===== src/rtl/tt_mux_pgseq.sv =====
// Row mux with power-gate sequencer: one UM of the row is powered, enabled and
// wired to the spine at a time; switching goes through isolate/power-down/power-up.
module tt_mux_pgseq #(
   parameter int N_UM       = 16,
   parameter int N_IO       = 8,
   parameter int N_O        = 8,
   parameter int N_I        = 10,
   parameter int GRP        = 4,
   parameter int ADDR_W     = 4,
   parameter int PG_ON_CYC  = 16,
   parameter int PG_OFF_CYC = 4,
   parameter bit OUT_REG    = 1'b1,
   localparam int U_OW      = N_O + 2*N_IO,
   localparam int U_IW      = N_I + N_IO,
   localparam int SW        = (N_UM > 1) ? $clog2(N_UM) : 1
) (
   input  logic                   clk_i,
   input  logic                   rst_i,
   input  logic [U_OW*N_UM-1:0]   um_ow_i,
   output logic [U_IW*N_UM-1:0]   um_iw_o,
   output logic [N_UM-1:0]        um_ena_o,
   output logic [N_UM-1:0]        um_pg_vdd_o,
   input  logic [U_IW-1:0]        spine_iw_i,
   input  logic [ADDR_W+SW-1:0]   spine_sel_i,
   input  logic                   spine_ena_i,
   input  logic [ADDR_W-1:0]      addr_i,
   output logic [U_OW-1:0]        spine_ow_o,
   output logic [SW-1:0]          cur_sel_o,
   output logic                   active_o
);

   localparam int N_GRP = (N_UM + GRP - 1) / GRP;

   typedef enum logic [1:0] {
      S_IDLE,
      S_PWR_UP,
      S_ACTIVE,
      S_ISOLATE
   } state_t;

   state_t            state_q, state_d;
   logic [SW-1:0]     cur_sel_q, cur_sel_d;
   logic [7:0]        cnt_q, cnt_d;
   logic [U_OW-1:0]   spine_ow_q, spine_ow_d;

   logic [SW-1:0]     tgt;
   logic [ADDR_W-1:0] sel_row;
   logic              tgt_vld;

   assign tgt     = spine_sel_i[SW-1:0];
   assign sel_row = spine_sel_i[ADDR_W+SW-1:SW];
   assign tgt_vld = spine_ena_i && (sel_row == addr_i) && (int'(tgt) < N_UM);

   always_ff @(posedge clk_i) begin
      if (rst_i) begin
         state_q    <= S_IDLE;
         cur_sel_q  <= '0;
         cnt_q      <= '0;
         spine_ow_q <= '0;
      end else begin
         state_q    <= state_d;
         cur_sel_q  <= cur_sel_d;
         cnt_q      <= cnt_d;
         spine_ow_q <= spine_ow_d;
      end
   end

   always_comb begin
      state_d   = state_q;
      cur_sel_d = cur_sel_q;
      cnt_d     = cnt_q;
      case (state_q)
         S_IDLE: begin
            if (tgt_vld) begin
               cur_sel_d = tgt;
               cnt_d     = 8'(PG_ON_CYC - 1);
               state_d   = S_PWR_UP;
            end
         end
         S_PWR_UP: begin
            if (cnt_q == 8'd0) state_d = S_ACTIVE;
            else               cnt_d   = cnt_q - 8'd1;
         end
         S_ACTIVE: begin
            if (!tgt_vld || (tgt != cur_sel_q)) begin
               cnt_d   = 8'(PG_OFF_CYC - 1);
               state_d = S_ISOLATE;
            end
         end
         S_ISOLATE: begin
            if (cnt_q == 8'd0) state_d = S_IDLE;
            else               cnt_d   = cnt_q - 8'd1;
         end
         default: state_d = S_IDLE;
      endcase
   end

   // Per-UM controls: only the selected UM ever sees power, enable or data.
   always_comb begin
      um_pg_vdd_o = '1;
      um_ena_o    = '0;
      um_iw_o     = '0;
      for (int i = 0; i < N_UM; i++) begin
         if (cur_sel_q == SW'(i)) begin
            um_pg_vdd_o[i] = (state_q == S_IDLE);
            um_ena_o[i]    = (state_q == S_ACTIVE);
            if (state_q == S_ACTIVE) um_iw_o[U_IW*i +: U_IW] = spine_iw_i;
         end
      end
   end

   // Zero-padded so the last, possibly partial, group needs no range guards.
   logic [U_OW*N_GRP*GRP-1:0] um_ow_pad;
   logic [U_OW-1:0]           grp_mux [N_GRP];
   logic [U_OW-1:0]           mux_ow;

   assign um_ow_pad = (U_OW*N_GRP*GRP)'(um_ow_i);

   always_comb begin
      for (int g = 0; g < N_GRP; g++) begin
         grp_mux[g] = '0;
         for (int k = 0; k < GRP; k++) begin
            if ((int'(cur_sel_q) % GRP) == k) grp_mux[g] = um_ow_pad[U_OW*(g*GRP+k) +: U_OW];
         end
      end
      mux_ow = '0;
      for (int g = 0; g < N_GRP; g++) begin
         if ((int'(cur_sel_q) / GRP) == g) mux_ow = grp_mux[g];
      end
   end

   // Capture only while ACTIVE persists so the cycle after leaving ACTIVE reads 0.
   assign spine_ow_d = (state_q == S_ACTIVE && state_d == S_ACTIVE) ? mux_ow : '0;

   generate
      if (OUT_REG) begin : g_oreg
         assign spine_ow_o = spine_ow_q;
      end else begin : g_ocomb
         assign spine_ow_o = (state_q == S_ACTIVE) ? mux_ow : '0;
      end
   endgenerate

   assign cur_sel_o = cur_sel_q;
   assign active_o  = (state_q == S_ACTIVE);

endmodule


===== config.mk =====
export PLATFORM = sky130hd
export DESIGN_NAME = tt_mux_pgseq
export DESIGN_NICKNAME = d
export VERILOG_FILES = /design/src/rtl/tt_mux_pgseq.sv
export SDC_FILE = /design/constraint.sdc
export NUM_CORES = 1
export LEC_CHECK = 0
export CORE_AREA = 2 2 296 298
export CTS_BUF_LIST = sky130_fd_sc_hd__clkbuf_8 sky130_fd_sc_hd__clkbuf_16
export CTS_CLUSTER_DIAMETER = 100
export DETAILED_ROUTE_END_ITERATION = 10
export DIE_AREA = 0 0 298 300
export DONT_BUFFER_PORTS = 1
export GPL_TIMING_DRIVEN = 1
export SLEW_MARGIN = 20
export SYNTH_ARGS = -nofsm -noshare
export SYNTH_HDL_FRONTEND = slang
export SYNTH_SLANG_ARGS = --single-unit

===== constraint.sdc =====
create_clock -name clk_i -period 2.4 [get_ports clk_i]
set_clock_uncertainty 0.05 [all_clocks]
set_input_delay 0.12 -clock clk_i [delete_from_list [all_inputs] [get_ports clk_i]]
set_output_delay 0.12 -clock clk_i [all_outputs]
set_load 0.05 [all_outputs]

==> results.md <==
- Area grow syn2layout: 85.9%
- Clock transition at the registers of the reported paths: ~70 ps
- Dominant cells by area after synthesis: mux4_2 (41%), and2_1 (28%), dfxtp_1 (12%)
- Syn Area/Cell: 9.51 um2
- HPWL Detailed: approximately 45000 um
- DR top layer: met5
- Metal-1 WL: roughly 18000 um
- Post-synth ARST share: 0%
- Num rows: about 110
- Min Tclk post-route: around 2200 ps
- RSZ-0062 raised after global routing: no
- Die area: between 80000 and 90000 um2
- EDFF count, synth: 0
- CTS H-tree lvls: 2
- DRC errors left: 0
- Final wirelength: 50900 um
- Arrival time worst endpoint: 2380 ps
- Hold path depth: 3
- Met3 Wirelength: 7630 um
- Status: finished clean
- Post-synthesis mux area share: 41.1%
- Post-synthesis sequential area ratio: approximately an eighth
- TritonCTS sink count: 38
- Layout cells sized above 1: between 60% and 70%
- Drt pass-1 iters: 5
- Final count of pins violating max slew: 0
- Power share of the clock group: around 39%
- IO Port Bufs: 0
- Fill cells: around 9600
- Clock Tree Root: clkbuf_16
- Synth Flop Type: dfxtp_1
- Met2 wire length: ~24000 um
- Hold WC Path Type: input pin to flip-flop
- Vias per std cell: between 3 and 4
- # IOs: 766
- DP Cell Count: approximately 2000
- Crit path capture type: flip-flop
- Slew HR: between 40% and 50%
- Post-synthesis simple-gate area fraction: a little under two fifths
- Post-synth top area cell: mux4_2
- Worst slew pin tran: 773 ps
- Fin util: 13.9%
- Cell Int Power: 0.00165 W
- Top-count cell post-synth: and2_1
- Mapped cell area: about 6400 um2
- Final count of negative-setup-slack endpoints: 0
- TritonCTS clock tree: built
- 1st-iter DRT viols: between 600 and 700
- First-pass GRT wire length: ~65000 um
- Logic gate share of total power: approximately a third
- Die Width: roughly 300 um
- Final Cycle Share: around 93%
- Max_cap viols: 0
- Mean routed wirelength per cell: 24.9 um
- Flops & latches, synth: 38
- Hold Violations, Final: 0
- Core box area: ~86000 um2
- Max Root-Sink Buffers: 2
- Final GP Congestion: 1.17
- Critical path type: flip-flop to flip-flop
- Post-DRT Antenna Nets: 0
- Total number of vias: roughly 7000
- Global-route usage over all layers: 10.7%
- Starting Density: 7.46%
- Crit path max fanout: 12
- Final nets: approximately 1300
- Critical Path RT: roughly 2600 ps
- Post-synth top area share: 41.0%
- Maximum clock rate: ~450 MHz
- Post-synthesis compound-gate area fraction: 2.96%
- Largest net degree at the start of global routing: about 40
- Synth cell count leaders: and2_1 (289), mux4_2 (117), dfxtp_1 (38), nand2_1 (38), clkbuf_1 (33)
- Worst-skew pair later-pin latency: 300 ps
- XOR/XNOR Fraction of Synth Area: under 10%
- Peak VDD IR: between 0.3 and 0.4 mV
- Syn_nets: 1094
- Largest family of logic cells by synthesized area: multiplexers
- Ys Warns: 0
- Critical Path Start Type: flip-flop
- Power Density: ~200 nW/um2
- CTS buffer count: 5
- Reg power frac: between 20% and 30%
- Synth Area in Adders: less than 1%
- Cells after Synth: ~680
- Tot Pwr: about 0.0024 W
- Synth cell types: 39
- Initial antenna violation count: 60
- Chip Height: roughly 300 um
- Leakage: 3.93 nW
- Sw frac: 32.6%
- Congestion Overflow GR: 0
- Vias in the first global route: 6660
- Reg2reg path depth: 6
- Psw: around 0.00079 W
- Finished Layout Cells: between 2000 and 2500
power by group through the flow:
stage	Combinational (W)	Clock (W)	Sequential (W)
2_1_floorplan	0.000596	0	0.000703
3_3_place_gp	0.000766	0	0.000708
3_5_place_dp	0.000775	0	0.000710
4_1_cts	0.000797	0.000989	0.000692
5_1_grt	0.000859	0.000992	0.000697
6_report	0.000799	0.000948	0.000693
stage by stage:
| step | area (um2) | setup TNS (ps) | worst slack, ps | hold slack (ps) |
|---|---|---|---|---|
| 4_1_cts | 11800 | 0 | 19.0 | 71.1 |
| 3_5_place_dp | 11500 | -123 | -12.0 | 134 |
| 3_3_place_gp | 11500 | 0 | 7.90 | 132 |
| 5_1_grt | 11900 | 0 | 13.5 | 93.6 |
| 2_1_floorplan | 6630 | 0 | 20.1 | 149 |
| 6_report | 12000 | 0 | 171 | 88.6 |
worst max-delay path: stages, from the launching register on:
cell	delay (ps)
dfxtp_4	390
buf_12	160
buf_12	140
buf_12	160
mux4_2	580
mux4_2	480
nor2b_1	140
per-layer routing:
| metal | up-vias | global-route usage [%] |
|---|---|---|
| met5 | - | 0 |
| met4 | 28 | 3.45 |
| met3 | 87 | 6.88 |
| met2 | 678 | 17.6 |
| met1 | 3384 | 11.2 |
| li1 | 2799 | - |
logic make-up after synthesis:
group,Yosys count
and+or+nand+nor,403
adders and majority gates,1
muxes,118
DFF,38
buffers and inverters,73
xor gates and xnor gates,13
AOI/OAI and AO/OA,30
registers in the layout, summed over array words and instances (netlist names):
register and flops:
cnt_q 8, state_q 2, spine_ow_o 24, cur_sel_o 4
cell usage in the layout (no fill, tap or decap), types with 7 or more instances in the layout:
cell type / count
xor2_1: 12
buf_12: 161
nor3_1: 7
and2_2: 144
dfxtp_1: 34
nand2_1: 36
diode_2: 40
mux4_2: 117
buf_4: 68
and2_1: 145
nor2b_1: 25
nor2_2: 12
nor2_1: 9
a21oi_1: 11
final timing paths:
path	start	to	slack, ps
setup / recovery	cur_sel_o[0]	spine_ow_o[3]	170
hold / removal	spine_ena_i	spine_ow_o[19]	90
setup reg to reg	cur_sel_o[0]	spine_ow_o[3]	170
hold reg to reg	cnt_q[0]	cnt_q[0]	490
final cells by class:
| type | instances | area, um2 | area share (%) |
|---|---|---|---|
| antenna | 40 | 100 | 0.837 |
| clock buffer | 7 | 164 | 1.37 |
| clock inverter | 1 | 30.0 | 0.251 |
| inverter | 5 | 22.5 | 0.188 |
| multi-input combinational | 565 | 5620 | 47.0 |
| sequential | 38 | 776 | 6.49 |
| tap | 1155 | 1450 | 12.1 |
| timing repair buffer | 235 | 3800 | 31.8 |
timing repair:
| action | 4_1_cts | 5_1_grt |
|---|---|---|
| hold buffers | 5 | 0 |
| endpoints found under the hold margin | 15 | 0 |
| setup endpoints to repair | 294 | 208 |
| setup buffers | 3 | 0 |
| resized for setup | 5 | 1 |
No activity file was read; power rests on OpenSTA's default activity.
